### src/rtl/pipelined_carry_select_adder_pkg.sv
// Shared types, defaults and helpers for the pipelined carry-select adder.
// Optional feature macro: CSA_PIPE_OVF_EN (adds the signed-overflow output).
package csa_pkg;

   localparam int CSA_DEF_WIDTH   = 32;
   localparam int CSA_DEF_BLOCK_W = 8;
   // Widest block the struct can carry; blocks use the low BLOCK_W bits.
   localparam int CSA_MAX_BLOCK_W = 128;

   // Speculative results of one block for carry-in 0 (s0/c0) and 1 (s1/c1).
   typedef struct packed {
      logic [CSA_MAX_BLOCK_W-1:0] s0;
      logic [CSA_MAX_BLOCK_W-1:0] s1;
      logic                       c0;
      logic                       c1;
   } csa_blk_t;

   function automatic int csa_nblk(input int width, input int block_w);
      return width / block_w;
   endfunction

endpackage

### src/rtl/pipelined_carry_select_adder_block.sv
// One carry-select block: both speculative sums and carries, purely combinational.
// Optional feature macro: CSA_PIPE_OVF_EN (not used in this file).
module csa_block
   import csa_pkg::*;
#(
   parameter int BLOCK_W = CSA_DEF_BLOCK_W
) (
   input  logic [BLOCK_W-1:0] a_i,
   input  logic [BLOCK_W-1:0] b_i,
   output csa_blk_t           blk_o
);

   logic [BLOCK_W:0] sum0;
   logic [BLOCK_W:0] sum1;

   // Compute the block sum for both possible carry-ins and pack them.
   always_comb begin
      sum0  = {1'b0, a_i} + {1'b0, b_i};
      sum1  = {1'b0, a_i} + {1'b0, b_i} + {{BLOCK_W{1'b0}}, 1'b1};
      blk_o = '0;
      blk_o.s0[BLOCK_W-1:0] = sum0[BLOCK_W-1:0];
      blk_o.s1[BLOCK_W-1:0] = sum1[BLOCK_W-1:0];
      blk_o.c0              = sum0[BLOCK_W];
      blk_o.c1              = sum1[BLOCK_W];
   end

endmodule

### src/rtl/pipelined_carry_select_adder.sv
// Two-stage carry-select adder/subtractor with valid/ready handshakes.
// Stage 1 captures block 0 with the real carry-in plus speculative pairs for
// the upper blocks; stage 2 ripples the block carries through muxes.
// Optional feature macro: CSA_PIPE_OVF_EN adds port ovf and its pipeline bits.
module pipelined_carry_select_adder
   import csa_pkg::*;
#(
   parameter int WIDTH   = CSA_DEF_WIDTH,
   parameter int BLOCK_W = CSA_DEF_BLOCK_W
) (
   input  logic             clk,
   input  logic             rst_n,
   input  logic             in_valid,
   output logic             in_ready,
   input  logic [WIDTH-1:0] A,
   input  logic [WIDTH-1:0] B,
   input  logic             Cin,
   input  logic             sub,
   output logic             out_valid,
   input  logic             out_ready,
   output logic [WIDTH-1:0] S,
`ifdef CSA_PIPE_OVF_EN
   output logic             ovf,
`endif
   output logic             Cout
);

   localparam int NBLK = csa_nblk(WIDTH, BLOCK_W);
   // Upper-block storage count; kept at least 1 so NBLK==1 stays legal.
   localparam int NHI  = (NBLK > 1) ? NBLK - 1 : 1;

   if ((WIDTH % BLOCK_W) != 0 || WIDTH < 8 || WIDTH > 128 || BLOCK_W > CSA_MAX_BLOCK_W)
   begin : g_bad_cfg
      $error("pipelined_carry_select_adder: illegal WIDTH/BLOCK_W combination");
   end

   // ---------------- stage 1 inputs ----------------
   logic [WIDTH-1:0]   b_eff;
   logic               cin_eff;
   logic [BLOCK_W:0]   blk0_sum;
   csa_blk_t           hi_blk [NHI];

   assign b_eff    = sub ? ~B : B;
   assign cin_eff  = sub | Cin;
   assign blk0_sum = {1'b0, A[BLOCK_W-1:0]} + {1'b0, b_eff[BLOCK_W-1:0]}
                   + {{BLOCK_W{1'b0}}, cin_eff};

   for (genvar k = 1; k < NBLK; k++) begin : g_blk
      csa_block #(.BLOCK_W(BLOCK_W)) u_blk (
         .a_i   (A[k*BLOCK_W +: BLOCK_W]),
         .b_i   (b_eff[k*BLOCK_W +: BLOCK_W]),
         .blk_o (hi_blk[k-1])
      );
   end
   if (NBLK == 1) begin : g_no_hi
      assign hi_blk[0] = '0;
   end

   // ---------------- pipeline state ----------------
   logic               s1_valid_q, s1_valid_d;
   logic [BLOCK_W-1:0] s1_sum0_q;
   logic               s1_c0_q;
   csa_blk_t           s1_hi_q [NHI];
   logic               s2_valid_q, s2_valid_d;
   logic [WIDTH-1:0]   s_q, s_d;
   logic               cout_q, cout_d;
   logic               s1_adv, s2_adv, s1_load, s2_load;
`ifdef CSA_PIPE_OVF_EN
   logic               s1_amsb_q, s1_bmsb_q;
   logic               ovf_q, ovf_d;
`endif

   // Handshake control: a stage moves when empty or when its consumer moves.
   always_comb begin
      s2_adv     = !s2_valid_q || out_ready;
      s1_adv     = !s1_valid_q || s2_adv;
      s1_load    = in_valid && s1_adv;
      s2_load    = s1_valid_q && s2_adv;
      s1_valid_d = s1_adv ? in_valid : s1_valid_q;
      s2_valid_d = s2_adv ? s1_valid_q : s2_valid_q;
   end

   assign in_ready = s1_adv;

   // Stage 2 carry resolution: select each upper block by the running carry.
   always_comb begin
      logic carry;
      carry = s1_c0_q;
      s_d   = '0;
      s_d[BLOCK_W-1:0] = s1_sum0_q;
      for (int k = 1; k < NBLK; k++) begin
         s_d[k*BLOCK_W +: BLOCK_W] = carry ? s1_hi_q[k-1].s1[BLOCK_W-1:0]
                                           : s1_hi_q[k-1].s0[BLOCK_W-1:0];
         carry = carry ? s1_hi_q[k-1].c1 : s1_hi_q[k-1].c0;
      end
      cout_d = carry;
`ifdef CSA_PIPE_OVF_EN
      ovf_d = (s1_amsb_q == s1_bmsb_q) && (s_d[WIDTH-1] != s1_amsb_q);
`endif
   end

   // Stage 1 register: block-0 result and speculative upper-block pairs.
   always_ff @(posedge clk or negedge rst_n) begin
      if (!rst_n) begin
         s1_valid_q <= 1'b0;
         s1_sum0_q  <= '0;
         s1_c0_q    <= 1'b0;
         for (int k = 0; k < NHI; k++) s1_hi_q[k] <= '0;
`ifdef CSA_PIPE_OVF_EN
         s1_amsb_q  <= 1'b0;
         s1_bmsb_q  <= 1'b0;
`endif
      end else begin
         s1_valid_q <= s1_valid_d;
         if (s1_load) begin
            s1_sum0_q <= blk0_sum[BLOCK_W-1:0];
            s1_c0_q   <= blk0_sum[BLOCK_W];
            for (int k = 0; k < NHI; k++) s1_hi_q[k] <= hi_blk[k];
`ifdef CSA_PIPE_OVF_EN
            s1_amsb_q <= A[WIDTH-1];
            s1_bmsb_q <= b_eff[WIDTH-1];
`endif
         end
      end
   end

   // Stage 2 register: resolved sum, carry-out (and overflow); holds on stall.
   always_ff @(posedge clk or negedge rst_n) begin
      if (!rst_n) begin
         s2_valid_q <= 1'b0;
         s_q        <= '0;
         cout_q     <= 1'b0;
`ifdef CSA_PIPE_OVF_EN
         ovf_q      <= 1'b0;
`endif
      end else begin
         s2_valid_q <= s2_valid_d;
         if (s2_load) begin
            s_q    <= s_d;
            cout_q <= cout_d;
`ifdef CSA_PIPE_OVF_EN
            ovf_q  <= ovf_d;
`endif
         end
      end
   end

   assign out_valid = s2_valid_q;
   assign S         = s_q;
   assign Cout      = cout_q;
`ifdef CSA_PIPE_OVF_EN
   assign ovf       = ovf_q;
`endif

endmodule

### config.mk
export PLATFORM = sky130hd
export DESIGN_NAME = pipelined_carry_select_adder
export DESIGN_NICKNAME = d
export VERILOG_FILES = /design/src/rtl/pipelined_carry_select_adder_pkg.sv /design/src/rtl/pipelined_carry_select_adder_block.sv /design/src/rtl/pipelined_carry_select_adder.sv
export SDC_FILE = /design/constraint.sdc
export NUM_CORES = 1
export LEC_CHECK = 0
export CORE_MARGIN = 10
export CORE_UTILIZATION = 58
export DETAILED_ROUTE_END_ITERATION = 6
export PLACE_DENSITY = 0.84
export SYNTH_ARGS = -nofsm -noshare
export SYNTH_HDL_FRONTEND = slang
export SYNTH_SLANG_ARGS = --single-unit
### constraint.sdc
create_clock -name clk -period 4.35 [get_ports clk]
set_input_delay 1.305 -clock clk [delete_from_list [all_inputs] [get_ports clk]]
set_output_delay 1.305 -clock clk [all_outputs]
set_load 0.02 [all_outputs]
After elaboration in Yosys (flattened, before gate mapping)
Index checks and enable logic that the tools add are counted.
{"block": "classes", "n_addsub": 8, "muxes": 7, "bitwise_logic": 2, "n_reduce_logical": 6}
{"cell": "8-bit by 8-bit adder with 9-bit output", "n": 4}
{"cell": "32-bit two-way mux", "n": 1}
{"cell": "32-bit inverter", "n": 1}
{"cell": "9-bit by 1-bit adder with 9-bit output, second input constant", "n": 3}
{"cell": "8-bit two-way mux", "n": 3}
{"cell": "9-bit by 1-bit adder with 9-bit output", "n": 1}
{"cell": "1-bit two-way mux", "n": 3}
{"cell": "1-bit logical AND", "n": 2}
{"cell": "1-bit zero test", "n": 2}
{"cell": "1-bit logical OR", "n": 2}
{"cell": "1-bit bitwise OR", "n": 1}
{"block": "totals", "register_bits": 98, "inputBits": 70, "out_inout_bits": 35, "elab_cells": 41}

Longest topological paths before layout
Gate-level depths: netlist (run 1).
{"block": "depth", "ltp_word": 4, "ltp_mapped": 13, "depth_no_buf": 11}

Hierarchy
A second synthesis (run 1) with hierarchy kept.
{"block": "hier_totals", "hier_cells": 1243, "area_unflattened_um2": 11215.8}
{"mod": "csa_block", "instances": 3, "cells_per_inst": 297, "area_each_um2": 2247.2, "seq_area_each_um2": 0.0}
{"mod": "pipelined_carry_select_adder", "instances": 1, "cells_per_inst": 352, "area_each_um2": 4474.3, "seq_area_each_um2": 2452.4}

Worst setup path before layout (run 1)
OpenSTA, ideal clock, no wires.
{"block": "synth_timing", "path_type": "in2reg", "from": "input sub", "to": "register, netlist name s1_hi_q[258]", "setup_time_ns": 0.135, "arrival_ns": 4.294, "required_ns": 4.215, "setup_slack_ns": -0.080, "path_stages": 12, "path_buffers": 2, "cell_sequence": "clkbuf_1 clkbuf_1 xor2_1 ha_1 inv_1 fa_1 and2b_1 o22ai_1 xnor2_2 or4b_4 a2111oi_0 o31ai_1"}
{"block": "synth_between", "elab_chain_cells": 3}
{"item": "from (decl)", "line": "pipelined_carry_select_adder.sv:18", "text": "input logic sub,"}
{"item": "32-bit two-way mux", "line": "pipelined_carry_select_adder.sv:43", "text": "assign b_eff = sub ? ~B : B;"}
{"item": "8-bit by 8-bit adder with 9-bit output", "line": "pipelined_carry_select_adder_block.sv:19", "text": "sum1 = {1'b0, a_i} + {1'b0, b_i} + {{BLOCK_W{1'b0}}, 1'b1};"}
{"item": "9-bit by 1-bit adder with 9-bit output", "line": "pipelined_carry_select_adder_block.sv:19"}
No other way between the ends.
A chain may end at the register's enable or synchronous reset.

Final worst setup path (run 1)
{"block": "layout_timing", "from": "input B[24]", "to": "register, netlist name s1_hi_q[0]"}
{"block": "layout_between", "elab_chain_cells": 4}
{"item": "from (decl)", "line": "pipelined_carry_select_adder.sv:16", "text": "input logic [WIDTH-1:0] B,"}
{"item": "32-bit inverter", "line": "pipelined_carry_select_adder.sv:43"}
{"item": "32-bit two-way mux (*)", "line": "pipelined_carry_select_adder.sv:43"}
{"item": "8-bit by 8-bit adder with 9-bit output (*)", "line": "pipelined_carry_select_adder_block.sv:19"}
{"item": "9-bit by 1-bit adder with 9-bit output (*)", "line": "pipelined_carry_select_adder_block.sv:19"}
Every way passes the cells marked *; elsewhere a longest branch is shown, timed or not.

==> summary.md, run 1 <==
| Metric | Value |
|---|---|
| Starting Density | `60.1%` |
| Die Ht | `121 um` |
| Synthesized flop and latch total | `slightly below 100` |
| Max Fanout on Critical Path | `4` |
| Hold WS | `between 0.4 and 0.5 ns` |
| Area growth from synthesis to layout | `24.1%` |
| F_max | `between 200 and 300 MHz` |
| Final nets | `approximately 840` |
| Setup CP Type | `in -> reg` |
| Post-synthesis simple-gate area fraction | `15.7%` |
| Gpl congestion | `~0.87` |
| Least-Margin Pin Slew | `~0.96 ns` |
| Slew HR | `between 30 and 40%` |
| Post-synthesis cell area | `a little under 0.006 sq mm` |
| GRT Total Usage | `18.2%` |
| Initial antenna violation count | `0` |
| Clock insertion delay at the later pin of the skew report | `0.36 ns` |
| Share of the synthesized area in the top cell type | `41.6%` |
| Layout cell share with drive strength beyond 1 | `between 6 and 7%` |
| Data required, critical path | `4.59 ns` |
| Pin count of the biggest net entering global routing | `between 70 and 80` |
| Clock Path Buffers | `2` |
| Critical Path Start Type | `primary input` |
| Number of max-cap violations | `0` |
| Largest area contributor in the netlist | `dfrtp_1` |
| CTS root buf | `clkbuf_8` |
| H-tree levels | `3` |
| Worst Reg-to-Reg Cells | `5` |
| Distinct cells, synth | `approximately 60` |
| Fin crit period | `3.97 ns` |
| Iteration-0 DRC Markers | `between 300 and 400` |
| Die width | `121 um` |
| Clock sink count | `98` |
| RR Endpoint | `S[30]` |
| Core ar. | `between 0.009 and 0.01 sq mm` |
| Place WS | `-0.00494 ns` |
| Worst VDD drop | `about 0.00022 V` |
| Hold Path Depth | `2` |
| Main synth FF type | `dfrtp_1` |
| Leakage | `between 3 and 4 nW` |
| Setup repair after global routing missed its margin | `no` |
| Status | `completed` |
| Flop2flop setup slack | `between 1.5 and 2 ns` |
| Vias post-DR | `4700` |
| Clock slew seen by the registers of the worst setup and hold paths | `about 0.080 ns` |
| Mux share of post-synthesis cell area | `6.68%` |
| # DRC | `0` |
| DRT Wirelength | `13100 um` |
| Async set-reset flop share out of synthesis | `between 90% and 100%` |
| Clock tree from TritonCTS | `built` |
| Post-route clock period utilization | `a little over 90%` |
| Largest family of logic cells by synthesized area | `simple AND/OR/NAND/NOR gates` |
| PnR worst setup slack | `between 0.3 and 0.4 ns` |
| Met2 Wirelength | `between 6000 and 7000 um` |
| Total gr overflow | `0` |
| Post-DRT Antenna Nets | `0` |
| DIE AREA | `about 0.015 sq mm` |
| Power, Total | `between 0.003 and 0.004 W` |
| Synth top area cells | `dfrtp_1 42%, nand2_1 8.3%, ha_1 7.8%` |
| CTS Buf Count | `9` |
| FP Rows | `36` |
| Number of global-route vias before repair | `4638` |
| Cells after Synth | `622` |
| Mapped Avg Cell Area | `~9.5 sq um` |
| First-pass GRT wire length | `roughly 22000 um` |
| DR top layer | `met4` |
| Final Hold Viols | `0` |
| XOR/XNOR Fraction of Synth Area | `between 10% and 20%` |
| Initial DRT Pass Iterations | `4` |
| Detailed Place HPWL | `between 10000 and 15000 um` |
| CP Data Arrival Time | `roughly 4.2 ns` |
| Sequential area share after synthesis | `41.6%` |
| Io pins | `105` |
| Worst min-delay path startpoint | `s1_sum0_q[2]` |
| Vias/cell | `5.44` |
| Worst hold path type | `reg -> reg` |
| Post-cts sizing count | `0` |
| WL per Instance | `roughly 15 um` |
| Final setup vio count | `0` |
| Syn_nets | `734` |
| Met3 Wirelength | `between 600 and 700 um` |
| Hold Buf Count CTS | `0` |
| Reg-to-reg startpoint | `s1_c0_q` |
| Yosys warnings | `0` |
| Post-synth EDFFs | `0` |
| Power Density | `approximately 460 mW/mm^2` |
| Compound-Gate Fraction of Synth Area | `roughly an eighth` |
| CP endpoint kind | `flop` |
| Adder-Cell Fraction of Synth Area | `9.54%` |
| Worst Hold End | `s1_sum0_q[2]` |
| Post-Route M1 WL | `6110 um` |
| N_diodes | `0` |
| Post-CTS Setup Bufs | `0` |
| Clock Skews | `between 0.007 and 0.008 ns` |
| Pins Over Slew Limit | `0` |
| PortBufs | `~100` |
[critical path, cell delays in order]
cell,delay [ns]
clkdlybuf4s50_1,0.47
xor2_1,0.14
ha_1,0.19
inv_1,0.06
fa_1,0.40
nand2b_1,0.20
a2111oi_0,0.41
a211oi_1,0.16
or3_1,0.41
a2111oi_0,0.36
o31ai_1,0.12
[stage by stage]
stage,util (%),setup TNS [ns],area [sq um],cells
after floorplan,-,0,5900,622
after global placement,72.6,0,7130,848
after detailed placement,72.6,-0.00494,7130,848
after CTS,74.6,0,7320,864
after global routing,74.6,0,7320,864
final,74.6,0,7320,864
[flip-flops by register name (all words and copies together), names as in the netlist]
register / cells
s1_hi_q: 54
Cout: 1
out_valid: 1
s1_valid_q: 1
s1_sum0_q: 8
S: 32
s1_c0_q: 1
[logic make-up (layout without fill, tap and decap cells)]
logic type / after synthesis / count (layout)
AO/OA/AOI/OAI: 125 / 125
buffers and inverters: 47 / 156
adder cells (fa/ha/maj): 42 / 42
multiplexers: 37 / 37
XOR/XNOR: 69 / 69
flip-flops: 98 / 98
AND/OR/NAND/NOR: 204 / 204
[how the worst max path moves through the flow]
stage,from,to,slack (ns),depth (start not counted)
floorplan,sub,s1_hi_q[258],0.09,12
finish,B[24],s1_hi_q[0],0.38,11
global placement,B[24],s1_hi_q[0],0.09,11
detailed placement,B[24],s1_hi_q[0],-0.005,11
CTS,B[24],s1_hi_q[0],0.38,11
global route,B[24],s1_hi_q[0],0.14,11
[report_power, final]
group	leakage, nW	internal (W)	switching [W]
logic	2.06	0.000687	0.000752
clock network	0.101	0.000298	0.000291
registers	1.20	0.00120	0.000163
total	3.36	0.00218	0.00121
[final cells by class]
type,count,area (sq um)
flip-flops and latches,98,2450
inverters,22,82.6
clock inverters,2,35.0
well taps,133,166
fillers,754,2500
repair buffers,118,1150
multi-input cells,477,3270
clock buffers,14,163
[Yosys cell counts (all sizes together) (6+ instances only)]
cell and n:
nand2 130, dfrtp 98, o21ai 67, xor2 45, ha 37, mux2i 28
xnor2 24, clkbuf 22, inv 22, nand3 16, nor2 14, a21oi 13
mux2 9, nand2b 8, a21o 6, and3 6, o31ai 6
[layout by cell type, fill, tap and decap left out, types with 16 or more instances in the layout]
master	n
nand2_1	128
o21ai_0	61
dfrtp_1	98
nand3_1	16
xnor2_1	23
mux2i_1	27
clkdlybuf4s50_1	102
inv_1	22
xor2_1	45
ha_1	37
[per-layer routing]
layer	vias up	track usage, %
met1	2232	24.0
met4	0	5.43
met5	-	0
met2	111	29.5
li1	2345	-
met3	12	3.77
Note: power is estimated with default switching activity, not from simulation.
==> inputs of run 2 (changes only) <==
--- a/config.mk
+++ b/config.mk
@@ -5,10 +5,11 @@
 export SDC_FILE = /design/constraint.sdc
 export NUM_CORES = 1
 export LEC_CHECK = 0
-export CORE_MARGIN = 10
+export CORE_MARGIN = 8
 export CORE_UTILIZATION = 58
 export DETAILED_ROUTE_END_ITERATION = 6
 export PLACE_DENSITY = 0.84
 export SYNTH_ARGS = -nofsm -noshare
 export SYNTH_HDL_FRONTEND = slang
 export SYNTH_SLANG_ARGS = --single-unit
+export TNS_END_PERCENT = 5
==> summary.md, run 2 (synthesis results as in run 1) <==
| Metric | Value |
|---|---|
| Initial DRT Pass Iterations | `4 (unchanged)` |
| Most common cell after layout, fill and taps aside | `nand2_1 (unchanged)` |
| Hold WS | `0.486 ns (was 0.478 ns)` |
| Cell Int Power | `0.00227 W (was 0.00218 W)` |
| Fillers | `768 (was 754)` |
| Layout cell share with drive strength beyond 1 | `7.11% (was 6.84%)` |
| Clock tree from TritonCTS | `built (unchanged)` |
| Data required, critical path | `4.57 ns (was 4.59 ns)` |
| Critical Path Start Type | `primary input (unchanged)` |
| H-tree levels | `3 (unchanged)` |
| Register share of total power | `38.8% (was 40.2%)` |
| Pin count of the biggest net entering global routing | `67 (was 74)` |
| Vias/cell | `5.41 (was 5.44)` |
| Clock sink count | `98 (unchanged)` |
| Clock insertion delay at the later pin of the skew report | `0.36 ns (about the same)` |
| CTS root buf | `clkbuf_8 (unchanged)` |
| Most frequent cells in the layout | `128 x nand2_1, 102 x clkdlybuf4s50_1, 98 x dfrtp_1 (unchanged)` |
| Leakage | `3.38 nW (was 3.36 nW)` |
| Post-DRT Antenna Nets | `0 (unchanged)` |
| Total gr overflow | `0 (unchanged)` |
| Post-cts sizing count | `0 (unchanged)` |
| DIE AREA | `0.0137 sq mm (was 0.0146 sq mm)` |
| Clock power share | `19.9% (was 17.4%)` |
| Max reg flops | `54 (unchanged)` |
| Pins Over Slew Limit | `0 (unchanged)` |
| Number of global-route vias before repair | `4768 (was 4638)` |
| Status | `completed (unchanged)` |
| Post-CTS Setup Bufs | `0 (unchanged)` |
| # DRC | `0 (unchanged)` |
| Least-Margin Pin Slew | `0.956 ns (about the same)` |
| Setup CP Type | `in -> reg (unchanged)` |
| CP endpoint kind | `flop (unchanged)` |
| Iteration-0 DRC Markers | `255 (was 318)` |
| Switching share of power | `35.2% (was 35.6%)` |
| Final nets | `838 (unchanged)` |
| Detailed Place HPWL | `10100 um (was 10400 um)` |
| Gpl congestion | `0.842 (was 0.873)` |
| N_diodes | `0 (unchanged)` |
| Initial antenna violation count | `0 (unchanged)` |
| First-pass GRT wire length | `21600 um (was 22200 um)` |
| WL per Instance | `14.9 um (was 15.1 um)` |
| Comb pwr share | `41.3% (was 42.5%)` |
| F_max | `241 MHz (was 252 MHz)` |
| Power, Total | `0.00350 W (was 0.00339 W)` |
| Power Density | `475 mW/mm^2 (was 462 mW/mm^2)` |
| Worst hold path type | `reg -> reg (unchanged)` |
| Area growth from synthesis to layout | `24.9% (was 24.1%)` |
| Clock Path Buffers | `2 (unchanged)` |
| Hold Path Depth | `2 (unchanged)` |
| Number of max-cap violations | `0 (unchanged)` |
| Slew HR | `36.0% (was 36.1%)` |
| Io pins | `105 (unchanged)` |
| Die Ht | `117 um (was 121 um)` |
| DRT Wirelength | `12900 um (was 13100 um)` |
| Starting Density | `58.5% (was 60.1%)` |
| Max Fanout on Critical Path | `3 (was 4)` |
| FP Rows | `37 (was 36)` |
| Clock slew seen by the registers of the worst setup and hold paths | `0.09 ns (was 0.08 ns)` |
| CTS Buf Count | `9 (unchanged)` |
| Clock Skews | `0.00913 ns (was 0.00774 ns)` |
| Final setup vio count | `0 (unchanged)` |
| Switching pwr | `0.00123 W (was 0.00121 W)` |
| Post-route clock period utilization | `95.5% (was 91.3%)` |
| Worst Reg-to-Reg Cells | `5 (unchanged)` |
| Core ar. | `0.0101 sq mm (was 0.00982 sq mm)` |
| PnR worst setup slack | `0.197 ns (was 0.378 ns)` |
| PortBufs | `104 (unchanged)` |
| Top reg by flops | `s1_hi_q (unchanged)` |
| Worst VDD drop | `0.000292 V (was 0.000221 V)` |
| Fin crit period | `4.15 ns (was 3.97 ns)` |
| Setup repair after global routing missed its margin | `no (unchanged)` |
| GRT Total Usage | `19.9% (was 18.2%)` |
| Place WS | `0.0246 ns (was -0.00494 ns)` |
| CP Data Arrival Time | `4.38 ns (was 4.21 ns)` |
| Vias post-DR | `4691 (was 4700)` |
| Final Hold Viols | `0 (unchanged)` |
| Die width | `117 um (was 121 um)` |
| Hold Buf Count CTS | `0 (unchanged)` |
==> run 2: through the flow <==
step	TNS, ns	util, %	area (sq um)	std cells
final	0	73.0	7370	867
after global routing	0	73.0	7370	867
after CTS	0	73.0	7370	867
after detailed placement	0	70.6	7130	851
after global placement	0	70.6	7130	851
after floorplan	-0.0489	-	5900	622
==> run 2: power by group through the flow <==
stage	Clock, W	Sequential, W	Combinational, W
after CTS	0.000704	0.00136	0.00146
after detailed placement	0	0.00138	0.00145
after global placement	0	0.00136	0.00140
final	0.000697	0.00136	0.00144
after global routing	0.000740	0.00139	0.00158
after floorplan	0	0.00149	0.000748
==> run 2: per-layer routing <==
layer / vias to the layer above / GRT usage (%) / wire (um)
li1: 2342 / - / -
met1: 2238 / 25.0 / 5810
met2: 98 / 33.8 / 6280
met3: 13 / 3.75 / 691
met4: 0 / 7.00 / 160
met5: - / 0 / 0
==> run 2: path summary, 6_finish.rpt <==
path	startpoint	to	slack, ns
max	B[24]	s1_hi_q[0]	0.20
min	s1_hi_q[261]	s1_hi_q[261]	0.49
max reg2reg	s1_c0_q	Cout	1.97
min reg2reg	s1_hi_q[261]	s1_hi_q[261]	0.49
max in group asynchronous	rst_n	s1_hi_q[261]	2.56
min in group asynchronous	rst_n	S[6]	1.02
==> run 2: area by class of cell <==
type | count | area, sq um | share of cell area (%)
Multi-Input combinational cell | 477 | 3270 | 44.4
Sequential cell | 98 | 2450 | 33.3
Timing Repair Buffer | 118 | 1150 | 15.6
Tap cell | 136 | 170 | 2.31
Clock buffer | 10 | 128 | 1.73
Clock inverter | 6 | 113 | 1.53
Inverter | 22 | 82.6 | 1.12
==> run 2: worst max-delay path, stage by stage <==
cell,delay (ns)
clkdlybuf4s50_1,0.47
xor2_1,0.14
ha_1,0.19
inv_1,0.07
fa_1,0.40
nand2b_1,0.20
a2111oi_0,0.40
a211oi_1,0.13
or3_1,0.42
a2111oi_0,0.50
o31ai_1,0.16
==> inputs of run 3 (changes only) <==
--- a/config.mk
+++ b/config.mk
@@ -6,9 +6,9 @@
 export NUM_CORES = 1
 export LEC_CHECK = 0
 export CORE_MARGIN = 8
-export CORE_UTILIZATION = 58
+export CORE_UTILIZATION = 50
 export DETAILED_ROUTE_END_ITERATION = 6
-export PLACE_DENSITY = 0.84
+export PLACE_DENSITY = 0.73
 export SYNTH_ARGS = -nofsm -noshare
 export SYNTH_HDL_FRONTEND = slang
 export SYNTH_SLANG_ARGS = --single-unit
==> summary.md, run 3 (synthesis results as in run 1) <==
| Metric | Value |
|---|---|
| Status | `completed (unchanged)` |
| CTS Buf Count | `9 (unchanged)` |
| RR Endpoint | `S[30] (was Cout)` |
| Pin count of the biggest net entering global routing | `63 (was 67)` |
| Top reg by flops | `s1_hi_q (unchanged)` |
| Cell Int Power | `0.00234 W (was 0.00227 W)` |
| Fin crit period | `4.12 ns (was 4.15 ns)` |
| Gpl congestion | `0.825 (was 0.842)` |
| PnR worst setup slack | `0.228 ns (was 0.197 ns)` |
| DRT Wirelength | `13100 um (was 12900 um)` |
| Critical path destination | `s1_hi_q[258] (was s1_hi_q[0])` |
| Switching share of power | `34.4% (was 35.2%)` |
| Layout cell share with drive strength beyond 1 | `6.58% (was 7.11%)` |
| CP Data Arrival Time | `4.32 ns (was 4.38 ns)` |
| Vias post-DR | `4632 (was 4691)` |
| Post-cts sizing count | `0 (unchanged)` |
| Clock slew seen by the registers of the worst setup and hold paths | `0.06 ns (was 0.09 ns)` |
| Place WS | `-0.0710 ns (was 0.0246 ns)` |
| Core ar. | `0.0115 sq mm (was 0.0101 sq mm)` |
| CP endpoint kind | `flop (unchanged)` |
| # DRC | `0 (unchanged)` |
| Total gr overflow | `0 (unchanged)` |
| WL per Instance | `15.0 um (was 14.9 um)` |
| PortBufs | `104 (unchanged)` |
| Number of max-cap violations | `0 (unchanged)` |
| Area growth from synthesis to layout | `25.7% (was 24.9%)` |
| Hold Buf Count CTS | `0 (unchanged)` |
| Starting Density | `51.4% (was 58.5%)` |
| Comb pwr share | `40.2% (was 41.3%)` |
| Least-Margin Pin Slew | `0.988 ns (was 0.956 ns)` |
| Data required, critical path | `4.55 ns (was 4.57 ns)` |
| Worst min-delay path startpoint | `S[12] (was s1_hi_q[261])` |
| Number of global-route vias before repair | `4654 (was 4768)` |
| Flop2flop setup slack | `2.00 ns (was 1.97 ns)` |
| Most frequent cells in the layout | `128 x nand2_1, 102 x clkdlybuf4s50_1, 98 x dfrtp_1 (unchanged)` |
| Crit path from | `B[16] (was B[24])` |
| Fillers | `968 (was 768)` |
| F_max | `243 MHz (was 241 MHz)` |
| Final Hold Viols | `0 (unchanged)` |
| Clock tree from TritonCTS | `built (unchanged)` |
| Worst hold path type | `reg -> reg (unchanged)` |
| FP Rows | `39 (was 37)` |
| Clock power share | `21.8% (was 19.9%)` |
| Post-route clock period utilization | `94.8% (was 95.5%)` |
| Die width | `125 um (was 117 um)` |
| Slew HR | `33.9% (was 36.0%)` |
| Power Density | `481 mW/mm^2 (was 475 mW/mm^2)` |
| Critical Path Start Type | `primary input (unchanged)` |
| Clock Path Buffers | `2 (unchanged)` |
| Reg-to-reg startpoint | `s1_c0_q (unchanged)` |
| Clock sink count | `98 (unchanged)` |
| Pins Over Slew Limit | `0 (unchanged)` |
| H-tree levels | `3 (unchanged)` |
| Leakage | `3.39 nW (was 3.38 nW)` |
| Max reg flops | `54 (unchanged)` |
| Setup CP Type | `in -> reg (unchanged)` |
| Setup repair after global routing missed its margin | `no (unchanged)` |
| Die Ht | `125 um (was 117 um)` |
| N_diodes | `0 (unchanged)` |
| Detailed Place HPWL | `10300 um (was 10100 um)` |
| GRT Total Usage | `16.9% (was 19.9%)` |
| Switching pwr | `0.00123 W (about the same)` |
| Finished Layout Cells | `872 (was 867)` |
| CTS root buf | `clkbuf_16 (was clkbuf_8)` |
| Worst VDD drop | `0.000290 V (was 0.000292 V)` |
| Clock Skews | `0.0110 ns (was 0.00913 ns)` |
| Power, Total | `0.00357 W (was 0.00350 W)` |
| Clock insertion delay at the later pin of the skew report | `0.34 ns (was 0.36 ns)` |
| Max Fanout on Critical Path | `4 (was 3)` |
| Register share of total power | `38.0% (was 38.8%)` |
| Final setup vio count | `0 (unchanged)` |
| Vias/cell | `5.31 (was 5.41)` |
| Initial DRT Pass Iterations | `4 (unchanged)` |
| Io pins | `105 (unchanged)` |
| Most common cell after layout, fill and taps aside | `nand2_1 (unchanged)` |
| Post-CTS Setup Bufs | `0 (unchanged)` |
| Final nets | `837 (was 838)` |
| Initial antenna violation count | `0 (unchanged)` |
| Placed cells | `857 (was 851)` |
| Post-DRT Antenna Nets | `0 (unchanged)` |
| Iteration-0 DRC Markers | `322 (was 255)` |
| DIE AREA | `0.0155 sq mm (was 0.0137 sq mm)` |
| Worst Reg-to-Reg Cells | `5 (unchanged)` |
| First-pass GRT wire length | `22200 um (was 21600 um)` |
[run 3: cell count changes in the layout (fill, tap and decap cells not counted), sizes merged]
cell / change
clkbuf: +3
bufinv: -2
clkinv: -2
buf: -1
clkinvlp: +1
inv: -1
[run 3: how the worst min path moves through the flow]
stage	endpoint	slack [ns]	depth (start not counted)
floorplan	s1_sum0_q[0]	0.44	2
global placement	s1_sum0_q[1]	0.46	2
detailed placement	s1_hi_q[648]	0.46	2
CTS	s1_hi_q[649]	0.48	2
global route	s1_hi_q[132]	0.49	2
finish	S[12]	0.47	2
[run 3: critical path: stages]
cell and delay [ns]:
clkdlybuf4s50_1 0.47, xor2_1 0.15, ha_1 0.19, inv_1 0.06, fa_1 0.39, and2b_1 0.27
o2111a_1 0.21, a311oi_1 0.08, or4b_4 0.59, a2111oi_0 0.48, o31ai_1 0.13
[run 3: layer usage]
metal	track usage (%)	share of wire (%)
met1	22.8	49
met2	26.9	46
met3	3.49	4.1
met4	4.25	0.76
met5	0	0
[run 3: per-stage QoR]
| step | utilization (%) | TNS (ns) | hold WS, ns | instance area, sq um |
|---|---|---|---|---|
| 6_report | 64.7 | 0 | 0.474 | 7420 |
| 5_1_grt | 64.7 | 0 | 0.488 | 7420 |
| 4_1_cts | 64.7 | 0 | 0.478 | 7420 |
| 3_5_place_dp | 62.2 | -0.0883 | 0.463 | 7130 |
| 3_3_place_gp | 62.2 | 0 | 0.456 | 7130 |
| 2_1_floorplan | - | -0.0489 | 0.442 | 5900 |
[run 3: area by class of cell]
cell class / count / area, sq um / area share (%)
clock buffer: 13 / 250 / 3.37
clock inverter: 2 / 37.5 / 0.506
inverter: 22 / 82.6 / 1.11
multi-input combinational: 477 / 3270 / 44.1
sequential: 98 / 2450 / 33.1
tap: 143 / 179 / 2.41
timing repair buffer: 117 / 1140 / 15.4
[run 3: power groups by stage]
stage	registers (W)	clock network (W)	logic [W]
finish	0.00136	0.000778	0.00143
global route	0.00140	0.000835	0.00158
CTS	0.00136	0.000796	0.00145
detailed placement	0.00138	0	0.00144
global placement	0.00136	0	0.00141
floorplan	0.00149	0	0.000748
